## config.mk

```make
export PLATFORM = sky130hd
export DESIGN_NAME = data_mem_arbiter
export DESIGN_NICKNAME = d
export VERILOG_FILES = /design/src/rtl/data_mem_arbiter.sv
export SDC_FILE = /design/constraint.sdc
export NUM_CORES = 1
export LEC_CHECK = 0
export ABC_AREA = 0
export CORE_AREA = 2 2 228 230
export DETAILED_ROUTE_END_ITERATION = 6
export DIE_AREA = 0 0 230 232
export PLACE_DENSITY = 0.56
export SLEW_MARGIN = 10
export SYNTH_ARGS = -nofsm -noshare
export SYNTH_HDL_FRONTEND = slang
export SYNTH_SLANG_ARGS = --single-unit
```

## constraint.sdc

```tcl
create_clock -name CLK -period 2.9 [get_ports CLK]
set_input_delay 0.58 -clock CLK [delete_from_list [all_inputs] [get_ports CLK]]
set_output_delay 0.58 -clock CLK [all_outputs]
set_load 0.005 [all_outputs]
```

## src/rtl/data_mem_arbiter.sv

```systemverilog
// Round-robin arbiter and latency sequencer placing the CPU datapath (port 0)
// and the debug/DMA loader (port 1) onto the single-port 64-bit data memory.
module data_mem_arbiter #(
   parameter int AW      = 64,
   parameter int DW      = 64,
   parameter int MEM_LAT = 2
) (
   input  logic          CLK,
   input  logic          RST,
   input  logic          req0,
   input  logic          we0,
   input  logic [AW-1:0] addr0,
   input  logic [DW-1:0] wdata0,
   output logic          ack0,
   output logic [DW-1:0] rdata0,
   input  logic          req1,
   input  logic          we1,
   input  logic [AW-1:0] addr1,
   input  logic [DW-1:0] wdata1,
   output logic          ack1,
   output logic [DW-1:0] rdata1,
   output logic [AW-1:0] mem_addr,
   output logic [DW-1:0] mem_wdata,
   output logic          mem_wr,
   input  logic [DW-1:0] mem_rdata,
   output logic          busy,
   output logic          grant_id
);

   localparam int CW = 4;
   localparam logic [CW-1:0] LAT_INIT = CW'(MEM_LAT);

   typedef enum logic [1:0] {
      IDLE = 2'd0,
      BUSY = 2'd1,
      RESP = 2'd2
   } state_t;

   state_t        state_r, state_s;
   logic [CW-1:0] cnt_r, cnt_s;
   logic          last_r, last_s;
   logic          owner_r, owner_s;
   logic          we_r, we_s;
   logic          pick_s;
   logic [AW-1:0] addr_r, addr_s;
   logic [DW-1:0] wdata_r, wdata_s;
   logic          grant_r, grant_s;
   logic          mem_wr_r, mem_wr_s;
   logic          ack0_r, ack0_s;
   logic          ack1_r, ack1_s;
   logic [DW-1:0] rdata0_r, rdata0_s;
   logic [DW-1:0] rdata1_r, rdata1_s;

   // Next-state and next-output decode; every output is re-registered below
   always_comb begin
      state_s  = state_r;
      cnt_s    = cnt_r;
      last_s   = last_r;
      owner_s  = owner_r;
      we_s     = we_r;
      addr_s   = addr_r;
      wdata_s  = wdata_r;
      grant_s  = grant_r;
      rdata0_s = rdata0_r;
      rdata1_s = rdata1_r;
      pick_s   = 1'b0;
      mem_wr_s = 1'b0;
      ack0_s   = 1'b0;
      ack1_s   = 1'b0;
      case (state_r)
         IDLE: begin
            if (req0 || req1) begin
               // On a tie the port that did not own the last access wins
               if (req0 && req1) begin
                  pick_s = ~last_r;
               end else begin
                  pick_s = req1;
               end
               owner_s  = pick_s;
               we_s     = pick_s ? we1    : we0;
               addr_s   = pick_s ? addr1  : addr0;
               wdata_s  = pick_s ? wdata1 : wdata0;
               grant_s  = pick_s;
               last_s   = pick_s;
               cnt_s    = LAT_INIT;
               mem_wr_s = pick_s ? we1 : we0;
               state_s  = BUSY;
            end else begin
               state_s = IDLE;
            end
         end
         BUSY: begin
            cnt_s = cnt_r - 4'd1;
            if (cnt_r == 4'd1) begin
               if (!we_r && owner_r) begin
                  rdata1_s = mem_rdata;
               end else if (!we_r) begin
                  rdata0_s = mem_rdata;
               end else begin
                  rdata0_s = rdata0_r;
               end
               if (owner_r) begin
                  ack1_s = 1'b1;
               end else begin
                  ack0_s = 1'b1;
               end
               state_s = RESP;
            end else begin
               state_s = BUSY;
            end
         end
         RESP: begin
            state_s = IDLE;
         end
         default: begin
            state_s = IDLE;
         end
      endcase
   end

   // State and output registers; reset aborts any access in flight
   always_ff @(posedge CLK or negedge RST) begin
      if (!RST) begin
         state_r  <= IDLE;
         cnt_r    <= 4'd0;
         last_r   <= 1'b1;
         owner_r  <= 1'b0;
         we_r     <= 1'b0;
         addr_r   <= {AW{1'b0}};
         wdata_r  <= {DW{1'b0}};
         grant_r  <= 1'b0;
         mem_wr_r <= 1'b0;
         ack0_r   <= 1'b0;
         ack1_r   <= 1'b0;
         rdata0_r <= {DW{1'b0}};
         rdata1_r <= {DW{1'b0}};
      end else begin
         state_r  <= state_s;
         cnt_r    <= cnt_s;
         last_r   <= last_s;
         owner_r  <= owner_s;
         we_r     <= we_s;
         addr_r   <= addr_s;
         wdata_r  <= wdata_s;
         grant_r  <= grant_s;
         mem_wr_r <= mem_wr_s;
         ack0_r   <= ack0_s;
         ack1_r   <= ack1_s;
         rdata0_r <= rdata0_s;
         rdata1_r <= rdata1_s;
      end
   end

   assign mem_addr  = addr_r;
   assign mem_wdata = wdata_r;
   assign mem_wr    = mem_wr_r;
   assign ack0      = ack0_r;
   assign ack1      = ack1_r;
   assign rdata0    = rdata0_r;
   assign rdata1    = rdata1_r;
   assign grant_id  = grant_r;
   assign busy      = (state_r != IDLE);

endmodule

```

**After elaboration in Yosys (flattened, before gate mapping)**

Cells that the tools add are included.

- Output and inout port bits: 261
- Input port bits: 326
- Bits in registers: 268

- Add/subtract/negate cells: 1
- Reductions and logical operators: 11
- Equality and inequality tests: 3
- Bitwise logic cells: 3
- Muxes and demuxes: 19

Operator list:

| cell | number |
|---|---|
| 2-to-1 mux 64 bit | 2 |
| 2-to-1 mux 1 bit | 13 |
| one-hot mux 4 bit (2 select lines) | 1 |
| == test 4 x 1 -> 1 bit, second input constant | 1 |
| 2-to-1 mux 4 bit | 1 |
| one-hot mux 2 bit (2 select lines) | 1 |
| AND reduction 2 bit | 2 |
| AND reduction 4 bit | 1 |
| nonzero test 2 bit | 2 |
| subtractor 4 x 1 -> 4 bit, second input constant | 1 |
| inverter 1 bit | 3 |
| AND reduction 3 bit | 1 |
| == test 2 x 1 -> 1 bit, second input constant | 1 |
| logical AND 1 bit | 2 |
| logical NOT 2 bit | 1 |
| 2-to-1 mux 2 bit | 1 |
| != test 2 bit, second input constant | 1 |
| logical NOT 1 bit | 1 |
| logical OR 1 bit | 1 |

**Longest topological paths before layout**

Gate-level depths: netlist (run 1).

- Depth in word-level cells: 7
- Gate-level depth with buffers: 6

**Worst setup path after synthesis (run 1)**

Ideal clock, no wire load.

- Path type: input to register
- From: input port req1
- To: register addr_r[9], in the netlist mem_addr[9]
- Data required time: 2,775 ps
- Arrival: 1,649 ps
- Stages on the path: 5
- Path buffers: 2
- Slack: 1,126 ps
- Path through: a21bo_2 -> buf_6 -> buf_6 -> mux2_4 -> mux2_2

- Cells in the longest elaborated chain, start to end: 5
- Elaborated cells between the ends (all ways): 7
- Classes of those cells: 4 x mux; 3 x reduce/logical

RTL lines:

| what | RTL line | source |
|---|---|---|
| start: declaration | 16 | `input logic req1,` |
| logical AND 1 bit | 74 | `if (req0 && req1) begin` |
| 2-to-1 mux 1 bit | 74 |  |
| 2-to-1 mux 1 bit | 72 | `if (req0 \|\| req1) begin` |
| 2-to-1 mux 1 bit | 70 | `case (state_r)` |
| 2-to-1 mux 64 bit | 81 | `addr_s = pick_s ? addr1 : addr0;` |
| end signal: assignment | 129 | `addr_r <= {AW{1'b0}};` |
| end signal: assignment | 143 | `addr_r <= addr_s;` |
| end: declaration | 45 | `logic [AW-1:0] addr_r, addr_s;` |

Several ways; a longest one is shown, not always the timed one. The select of a mux whose other input is x is not followed.
A chain may end at the register's enable or synchronous reset.

**Final worst setup path (run 1)**

- From: register state_r[1]
- To: output port busy

- Cells in the longest elaborated chain, start to end: 1

RTL lines:

| what | RTL line | source |
|---|---|---|
| start: declaration | 39 | `state_t state_r, state_s;` |
| start signal: assignment | 138 | `state_r <= state_s;` |
| nonzero test 2 bit | 162 | `assign busy = (state_r != IDLE);` |
| end: declaration | 26 | `output logic busy,` |

No other way between the ends.

==> results of run 1 <==
[registers in the layout (all words and copies together) (netlist names), 2 cells and up]
| register | count |
|---|---|
| mem_wdata | 64 |
| mem_addr | 64 |
| rdata1 | 64 |
| cnt_r | 4 |
| rdata0 | 64 |
| state_r | 2 |
[through the flow]
stage	cells	util (%)	hold slack, ns	setup WS, ns
2_1_floorplan	730	-	0.284	1.13
5_1_grt	2059	39.5	0.0462	0.388
3_3_place_gp	1994	37.4	0.474	0.246
3_5_place_dp	1994	37.4	0.480	0.194
6_report	2059	39.5	0.0179	0.528
4_1_cts	2056	39.5	0.0173	0.460
[metal layers]
metal  routed length [µm]  part of all wire, %  global-route usage (%)
met1                16100                   40                    17.5
met2                20600                   51                    25.6
met3                 2410                  6.0                    3.62
met4                 1310                  3.2                    6.13
met5                    0                    0                       0
[logic make-up after synthesis]
group / synth area share [%]
compound gates: 0.570
fa+ha+maj: 0.204
buf+inv: 3.23
flops: 54.6
mux: 40.4
simple gates: 1.01
[cells in the mapped netlist (2+ instances only)]
library cell	n	area share, %
buf_2	11	0.45
mux2_2	200	18
ha_1	2	0.20
inv_1	4	0.12
buf_4	3	0.18
mux2i_1	4	0.33
nor2b_1	2	0.10
mux2_4	160	20
dfrtp_1	267	54
buf_6	27	2.5
mux2_1	24	2.2
nor2_1	5	0.15
o21ai_0	5	0.20
[critical path: cells and delay by family (launching register included)]
| kind | cells | cell delay (ns) |
|---|---|---|
| and+or+nand+nor | 1 | 0.20 |
| buffers and inverters | 2 | 0.66 |
| DFF | 1 | 0.40 |
[layout by cell type, fill, tap and decap left out, types with 2 or more instances in the layout]
master,n
clkbuf_1,12
dfrtp_1,267
buf_12,9
clkinv_2,7
mux2_4,160
clkdlybuf4s50_1,585
mux2_1,24
inv_1,4
mux2_2,200
clkbuf_16,36
diode_2,3
nor2b_1,2
buf_4,30
nor2_1,4
ha_1,2
o21ai_0,5
clkbuf_8,4
mux2i_1,4
[area by class of cell]
| type | instances | area [µm²] | share of cell area (%) |
|---|---|---|---|
| diodes | 3 | 7.51 | 0.0373 |
| clock buffers | 52 | 1000 | 4.97 |
| clock inverters | 10 | 67.6 | 0.336 |
| inverters | 4 | 15.0 | 0.0746 |
| multi-input cells | 417 | 5200 | 25.8 |
| flip-flops and latches | 268 | 6710 | 33.3 |
| well taps | 680 | 851 | 4.23 |
| repair buffers | 625 | 6280 | 31.2 |
[power groups by stage]
stage	clock [mW]	sequential (mW)	combinational (mW)
3_5_place_dp	0	6.78	9.00
4_1_cts	4.24	6.75	9.03
3_3_place_gp	0	6.70	8.94
2_1_floorplan	0	6.81	3.49
5_1_grt	4.40	6.98	9.38
6_report	4.07	6.72	8.85
[worst min-delay path by stage]
stage,startpoint,to,cells after the start
floorplan,RST,ack0,0
global placement,rdata0[55],rdata0[55],1
detailed placement,rdata0[55],rdata0[55],1
CTS,RST,mem_addr[47],1
global route,RST,mem_addr[47],1
finish,RST,mem_wdata[50],1
==> impl_results.html, run 1 <==
<table>
<tr><th>Metric</th><th>Value</th></tr>
<tr><th colspan="2">Pwr</th></tr>
<tr><td>Cell Pwr Density</td><td>976 nW/µm²</td></tr>
<tr><td>Leakage power</td><td>8.62 nW</td></tr>
<tr><td>Clock group share of total power</td><td>20.7%</td></tr>
<tr><td>Sw Share</td><td>28.2%</td></tr>
<tr><td>Combinational fraction of design power</td><td>45.1%</td></tr>
<tr><td>Reg power frac</td><td>34.2%</td></tr>
<tr><td>Internal power summed over all cells</td><td>14.1 mW</td></tr>
<tr><td>Final Total Pwr</td><td>19.6 mW</td></tr>
<tr><td>Sw Pwr</td><td>5.53 mW</td></tr>
<tr><td>Peak supply drop</td><td>0.500 mV</td></tr>
<tr><th colspan="2">GRT</th></tr>
<tr><td>Overall track demand over capacity in global routing</td><td>14.8%</td></tr>
<tr><td>Number of global-route vias before repair</td><td>9485</td></tr>
<tr><td>Global-route wire length before repair</td><td>60100 µm</td></tr>
<tr><td>Initial antenna violation count</td><td>4</td></tr>
<tr><td>Sum of overflow across all layers after global routing</td><td>0</td></tr>
<tr><td>Maximum number of pins on one net before global-route repair</td><td>65</td></tr>
<tr><th colspan="2">STA</th></tr>
<tr><td>Final TNS setup</td><td>0 ns</td></tr>
<tr><td>Actual transition at the worst max-transition pin</td><td>0.581 ns</td></tr>
<tr><td>Final setup violation count</td><td>0</td></tr>
<tr><td>Tmin final</td><td>2.37 ns</td></tr>
<tr><td>Share of the cycle needed by the critical path after routing</td><td>81.8%</td></tr>
<tr><td>Headroom to the max-slew limit</td><td>60.9%</td></tr>
<tr><td>Fin. Hold Viols</td><td>0</td></tr>
<tr><td>Pins over their slew limit</td><td>0</td></tr>
<tr><td>Final clock skew</td><td>0.0131 ns</td></tr>
<tr><td>Peak clock frequency supported by timing</td><td>422 MHz</td></tr>
<tr><td>Setup repair after global routing missed its margin</td><td>no</td></tr>
<tr><th colspan="2">Setup path</th></tr>
<tr><td>Cells traversed along the worst timing path</td><td>nor2_2 -&gt; inv_1 -&gt; clkdlybuf4s50_1</td></tr>
<tr><td>Critical path launch point</td><td>state_r[1]</td></tr>
<tr><td>Slack of the worst reg-to-reg path</td><td>0.57 ns</td></tr>
<tr><td>Required time at the endpoint of the critical path</td><td>2.32 ns</td></tr>
<tr><td>Cell with the largest stage delay on the worst path</td><td>clkdlybuf4s50_1</td></tr>
<tr><td>Maximum cell stage delay along the critical path</td><td>0.50 ns</td></tr>
<tr><td>Category of the most critical setup path</td><td>reg2out</td></tr>
<tr><td>Critical Path Fanout Max</td><td>6</td></tr>
<tr><td>Data arrival time at the worst-slack endpoint</td><td>1.79 ns</td></tr>
<tr><td>CP endpoint</td><td>busy</td></tr>
<tr><td>Startpoint class of the critical path</td><td>flip-flop</td></tr>
<tr><td>Number of cell instances on the worst register-to-register path</td><td>6</td></tr>
<tr><td>End of the worst register-to-register path</td><td>rdata0[59]</td></tr>
<tr><td>RR Startpoint</td><td>cnt_r[1]</td></tr>
<tr><td>Critical Path Sink Type</td><td>output pin</td></tr>
<tr><th colspan="2">Clock network</th></tr>
<tr><td>Count of buffers added by post-CTS timing repair for setup</td><td>0</td></tr>
<tr><td>Clock tree from TritonCTS</td><td>yes</td></tr>
<tr><td>Number of clock buffers inserted by TritonCTS</td><td>35</td></tr>
<tr><td>Clock transition at path regs</td><td>0.06 ns</td></tr>
<tr><td>Library cell used as clock root buffer</td><td>clkbuf_16</td></tr>
<tr><td>Number of instances resized during post-cts repair</td><td>0</td></tr>
<tr><td>CTS HTree Levels</td><td>2</td></tr>
<tr><td>Maximum buffer depth of the clock tree</td><td>3</td></tr>
<tr><td>Number of hold buffers added after CTS</td><td>0</td></tr>
<tr><td>Clk_lat worst skew</td><td>0.53 ns</td></tr>
<tr><td>Clock sink count</td><td>268</td></tr>
<tr><th colspan="2">Die</th></tr>
<tr><td>Overall die area</td><td>53400 µm²</td></tr>
<tr><td>Area of the core</td><td>50900 µm²</td></tr>
<tr><td>Cell Rows</td><td>83</td></tr>
<tr><td>Starting density of the core</td><td>24.1%</td></tr>
<tr><td>X dimension of the die</td><td>230 µm</td></tr>
<tr><td>Vert. Die Dim</td><td>232 µm</td></tr>
<tr><td>Number of top-level pins</td><td>587</td></tr>
<tr><th colspan="2">Synthesis</th></tr>
<tr><td>Syn Nets</td><td>1058</td></tr>
<tr><td>Mapped cell area</td><td>12300 µm²</td></tr>
<tr><td>Most used DFF post-synth</td><td>dfrtp_1</td></tr>
<tr><td>Number of synthesized register bits</td><td>268</td></tr>
<tr><td>Post-synthesis async set-or-reset flop share</td><td>100%</td></tr>
<tr><td>Count of flip-flops with a built-in enable after synthesis</td><td>0</td></tr>
<tr><td>Mean Syn Cell Area</td><td>16.8 µm²</td></tr>
<tr><td>Synthesized instance count</td><td>730</td></tr>
<tr><td>Share of the yosys chip area belonging to registers</td><td>54.6%</td></tr>
<tr><td>Yosys warning count</td><td>0</td></tr>
<tr><td>Unique masters post-synth</td><td>29</td></tr>
<tr><th colspan="2">Layout</th></tr>
<tr><td>Final Net Count</td><td>1679</td></tr>
<tr><td>Share of layout cells above drive strength 1</td><td>33.2%</td></tr>
<tr><td>Growth of design area from synthesis to finish</td><td>63.8%</td></tr>
<tr><td>Design area</td><td>20100 µm²</td></tr>
<tr><td>Number of fill cells in the layout</td><td>4817</td></tr>
<tr><th colspan="2">Route</th></tr>
<tr><td>Antenna-violating nets left</td><td>0</td></tr>
<tr><td>Via-per-instance ratio</td><td>4.13</td></tr>
<tr><td>Aggregate routed wire length</td><td>40400 µm</td></tr>
<tr><td>Initial DRT Pass Iterations</td><td>4</td></tr>
<tr><td>Detailed-route via count</td><td>8503</td></tr>
<tr><td>First DRT Iteration DRCs</td><td>256</td></tr>
<tr><td>DRC errors left</td><td>0</td></tr>
<tr><td>Final routed wire length divided by cell count</td><td>19.6 µm</td></tr>
<tr><th colspan="2">Worst hold path</th></tr>
<tr><td>Hold Path Class</td><td>in2async</td></tr>
<tr><th colspan="2">Job</th></tr>
<tr><td>Max-Cap Viols</td><td>0</td></tr>
<tr><th colspan="2">Placement</th></tr>
<tr><td>Placer's final routability congestion estimate</td><td>0.835</td></tr>
<tr><td>HPWL after detailed placement</td><td>30600 µm</td></tr>
<tr><td>I/O Buffers</td><td>586</td></tr>
<tr><td>Post-DP Area</td><td>19000 µm²</td></tr>
<tr><th colspan="2">Outcome</th></tr>
<tr><td>Run status</td><td>completed</td></tr>
</table>
Note: power is estimated with default switching activity, not from simulation.
==> run 2: changes to the inputs <==
==> constraint.sdc (replaced) <==
create_clock -name CLK -period 2.4 [get_ports CLK]
set_input_delay 0.48 -clock CLK [delete_from_list [all_inputs] [get_ports CLK]]
set_output_delay 0.48 -clock CLK [all_outputs]
set_load 0.005 [all_outputs]
==> run 2 against run 1 <==
Effect of this change: final cell count hardly changed; worst setup slack worse by 0.38 ns; critical path depth stayed put; core utilization is 0.29 points higher; die area stayed put; largest power group unchanged; highest routed layer unchanged.
==> impl_results.html, run 2 (synthesized netlist as in run 1, its figures left out) <==
<table>
<tr><th>Metric</th><th>Value</th></tr>
<tr><th colspan="2">STA</th></tr>
<tr><td>Fin. Hold Viols</td><td>0 (unchanged)</td></tr>
<tr><td>Share of the cycle needed by the critical path after routing</td><td>93.9%</td></tr>
<tr><td>Final setup violation count</td><td>0 (unchanged)</td></tr>
<tr><td>Headroom to the max-slew limit</td><td>70.1% (+9.2 points)</td></tr>
<tr><td>Actual transition at the worst max-transition pin</td><td>0.444 ns (-0.137 ns)</td></tr>
<tr><td>Final TNS setup</td><td>0 ns (unchanged)</td></tr>
<tr><td>Peak clock frequency supported by timing</td><td>444 MHz</td></tr>
<tr><td>Tmin final</td><td>2.25 ns</td></tr>
<tr><td>Final clock skew</td><td>0.0202 ns (+0.00715 ns)</td></tr>
<tr><td>Pins over their slew limit</td><td>0 (unchanged)</td></tr>
<tr><td>Setup repair after global routing missed its margin</td><td>no</td></tr>
<tr><th colspan="2">Layout</th></tr>
<tr><td>Number of non-filler instances in the completed layout</td><td>2061 (+0.097%)</td></tr>
<tr><td>Final Net Count</td><td>1687 (+0.48%)</td></tr>
<tr><td>Final antenna diode count</td><td>0 (-3)</td></tr>
<tr><td>Share of layout cells above drive strength 1</td><td>33.7% (+0.46 points)</td></tr>
<tr><td>Number of fill cells in the layout</td><td>4822 (+0.10%)</td></tr>
<tr><td>Most common library cell in the layout ignoring fill and taps</td><td>clkdlybuf4s50_1</td></tr>
<tr><td>Top library cells by usage in the layout, fill and taps aside</td><td>585 x clkdlybuf4s50_1, 267 x dfrtp_1, 200 x mux2_2</td></tr>
<tr><td>Growth of design area from synthesis to finish</td><td>65.0%</td></tr>
<tr><th colspan="2">Clock network</th></tr>
<tr><td>Number of instances resized during post-cts repair</td><td>0 (unchanged)</td></tr>
<tr><td>Maximum buffer depth of the clock tree</td><td>3 (unchanged)</td></tr>
<tr><td>Clock tree from TritonCTS</td><td>yes</td></tr>
<tr><td>Clk_lat worst skew</td><td>0.53 ns (about the same)</td></tr>
<tr><td>Clock transition at path regs</td><td>0.06 ns (about the same)</td></tr>
<tr><td>Number of hold buffers added after CTS</td><td>1 (+1)</td></tr>
<tr><td>Count of buffers added by post-CTS timing repair for setup</td><td>0 (unchanged)</td></tr>
<tr><td>Clock sink count</td><td>268 (unchanged)</td></tr>
<tr><td>Library cell used as clock root buffer</td><td>clkbuf_16</td></tr>
<tr><td>Number of clock buffers inserted by TritonCTS</td><td>35 (unchanged)</td></tr>
<tr><td>CTS HTree Levels</td><td>2 (unchanged)</td></tr>
<tr><th colspan="2">Job</th></tr>
<tr><td>Max-Cap Viols</td><td>0 (unchanged)</td></tr>
<tr><th colspan="2">Placement</th></tr>
<tr><td>HPWL after detailed placement</td><td>30900 µm (+1.0%)</td></tr>
<tr><td>Placer's final routability congestion estimate</td><td>0.831 (-0.48%)</td></tr>
<tr><td>Placed cell count</td><td>2001 (+0.35%)</td></tr>
<tr><td>I/O Buffers</td><td>586 (unchanged)</td></tr>
<tr><th colspan="2">Setup path</th></tr>
<tr><td>Number of cell instances on the worst register-to-register path</td><td>6 (unchanged)</td></tr>
<tr><td>Startpoint class of the critical path</td><td>flip-flop</td></tr>
<tr><td>RR Startpoint</td><td>cnt_r[1]</td></tr>
<tr><td>Cells traversed along the worst timing path</td><td>nor2_2 -&gt; inv_1 -&gt; clkdlybuf4s50_1</td></tr>
<tr><td>End of the worst register-to-register path</td><td>rdata1[62]</td></tr>
<tr><td>Total buffers and inverters traversed by the critical path</td><td>2 (unchanged)</td></tr>
<tr><td>Maximum cell stage delay along the critical path</td><td>0.50 ns (about the same)</td></tr>
<tr><td>Data arrival time at the worst-slack endpoint</td><td>1.77 ns (-0.02 ns)</td></tr>
<tr><td>Critical Path Sink Type</td><td>output pin</td></tr>
<tr><td>Critical Path Fanout Max</td><td>6 (unchanged)</td></tr>
<tr><td>Category of the most critical setup path</td><td>reg2out</td></tr>
<tr><td>Slack of the worst reg-to-reg path</td><td>0.32 ns (-0.25 ns)</td></tr>
<tr><td>CP delay by family, top</td><td>buffers and inverters</td></tr>
<tr><td>Required time at the endpoint of the critical path</td><td>1.92 ns (-0.40 ns)</td></tr>
<tr><td>Cell with the largest stage delay on the worst path</td><td>clkdlybuf4s50_1</td></tr>
<tr><th colspan="2">Pwr</th></tr>
<tr><td>Internal power summed over all cells</td><td>17.3 mW (+22%)</td></tr>
<tr><td>Leakage power</td><td>8.71 nW (+0.96%)</td></tr>
<tr><td>Sw Share</td><td>27.9% (-0.29 points)</td></tr>
<tr><td>Sw Pwr</td><td>6.68 mW (+21%)</td></tr>
<tr><td>Clock group share of total power</td><td>21.2% (+0.5 points)</td></tr>
<tr><td>Combinational fraction of design power</td><td>44.9% (-0.2 points)</td></tr>
<tr><td>Reg power frac</td><td>34.0% (-0.2 points)</td></tr>
<tr><td>Cell Pwr Density</td><td>1180 nW/µm² (+21%)</td></tr>
<tr><td>Peak supply drop</td><td>0.592 mV (+18%)</td></tr>
<tr><th colspan="2">Route</th></tr>
<tr><td>Via-per-instance ratio</td><td>4.15 (+0.44%)</td></tr>
<tr><td>First DRT Iteration DRCs</td><td>256 (unchanged)</td></tr>
<tr><td>DRC errors left</td><td>0 (unchanged)</td></tr>
<tr><td>Initial DRT Pass Iterations</td><td>4 (unchanged)</td></tr>
<tr><td>Antenna-violating nets left</td><td>0 (unchanged)</td></tr>
<tr><td>Final routed wire length divided by cell count</td><td>19.8 µm (+0.60%)</td></tr>
<tr><td>Detailed-route via count</td><td>8549 (+0.54%)</td></tr>
<tr><td>Aggregate routed wire length</td><td>40700 µm (+0.69%)</td></tr>
<tr><th colspan="2">GRT</th></tr>
<tr><td>Sum of overflow across all layers after global routing</td><td>0 (unchanged)</td></tr>
<tr><td>Number of global-route vias before repair</td><td>9620 (+1.4%)</td></tr>
<tr><td>Maximum number of pins on one net before global-route repair</td><td>58 (-11%)</td></tr>
<tr><td>Overall track demand over capacity in global routing</td><td>15.0% (+0.20 points)</td></tr>
<tr><td>Initial antenna violation count</td><td>1 (-3)</td></tr>
<tr><td>Global-route wire length before repair</td><td>60900 µm (+1.4%)</td></tr>
<tr><th colspan="2">Die</th></tr>
<tr><td>Number of top-level pins</td><td>587 (unchanged)</td></tr>
<tr><td>X dimension of the die</td><td>230 µm (unchanged)</td></tr>
<tr><td>Area of the core</td><td>50900 µm² (unchanged)</td></tr>
<tr><td>Starting density of the core</td><td>24.1% (unchanged)</td></tr>
<tr><td>Cell Rows</td><td>83 (unchanged)</td></tr>
<tr><td>Overall die area</td><td>53400 µm² (unchanged)</td></tr>
<tr><td>Vert. Die Dim</td><td>232 µm (unchanged)</td></tr>
<tr><th colspan="2">Worst hold path</th></tr>
<tr><td>Hold Path Class</td><td>in2async</td></tr>
<tr><th colspan="2">Outcome</th></tr>
<tr><td>Run status</td><td>completed</td></tr>
</table>
-- run 2: cell count changes in the layout (fill, tap and decap cells not counted), sizes merged --
cell and change:
clkinv -3, clkinvlp -1, dlygate4sd3 +1, bufinv +1, diode -3, buf +7
-- run 2: power groups by stage --
stage                     Sequential, mW  Combinational, mW  Clock [mW]
after global placement              8.09               10.9           0
after global routing                8.45               11.4        5.47
final                               8.14               10.7        5.07
after CTS                           8.16               11.0        5.29
after detailed placement            8.18               10.9           0
after floorplan                     8.23               4.21           0
-- run 2: through the flow --
step                      hold slack (ns)  setup WS [ns]  utilization [%]  total power [mW]  cell area (µm²)
final                               0.472          0.147             39.8              24.0            20300
after CTS                           0.452         0.0789             39.8              24.4            20300
after global routing                0.484        0.00656             39.8              25.3            20300
after detailed placement            0.436         0.0133             37.7              19.1            19200
after floorplan                     0.184          0.672                -              12.4            12300
after global placement              0.438         0.0374             37.7              19.0            19200
-- run 2: how the worst max path moves through the flow --
stage	start	end	slack (ns)	depth (start not counted)
6_report	state_r[1]	busy	0.15	3
5_1_grt	state_r[1]	busy	0.007	3
4_1_cts	state_r[1]	busy	0.08	3
3_5_place_dp	req1	mem_wdata[60]	0.01	6
3_3_place_gp	req1	mem_wdata[60]	0.04	6
2_1_floorplan	cnt_r[1]	rdata1[10]	0.67	6
-- run 2: worst register-to-register path: cells and delay by family (launching register included) --
| family | cells | cell delay, ns |
|---|---|---|
| AND/OR/NAND/NOR | 2 | 0.61 |
| adder cells (fa/ha/maj) | 1 | 0.15 |
| flip-flops | 1 | 0.40 |
| multiplexers | 1 | 0.38 |
| buffers and inverters | 2 | 0.41 |
-- run 2: cell type report --
cell class	instances	area, µm²	area share (%)
Clock buffer	52	1030	5.08
Clock inverter	7	67.6	0.333
Inverter	4	15.0	0.0741
Multi-Input combinational cell	417	5200	25.6
Sequential cell	268	6710	33.1
Tap cell	680	851	4.20
Timing Repair Buffer	633	6400	31.6
-- run 2: routing by layer --
layer  routed length (µm)  track usage, %  part of all wire, %  up-vias
met1                16300            17.7                   40     4319
met4                 1030            4.96                  2.5        0
li1                     -               -                    -     3880
met3                 2120            3.16                  5.2       59
met5                    0               0                    0        -
met2                21200            27.0                   52      291
==> run 3: changes to the inputs <==
--- a/config.mk
+++ b/config.mk
@@ -6,6 +6,7 @@
 export NUM_CORES = 1
 export LEC_CHECK = 0
 export ABC_AREA = 0
+export CAP_MARGIN = 20
 export CORE_AREA = 2 2 228 230
 export DETAILED_ROUTE_END_ITERATION = 6
 export DIE_AREA = 0 0 230 232
==> results of run 3 <==
Final layout, timing and power as in run 2 (identical DEF).
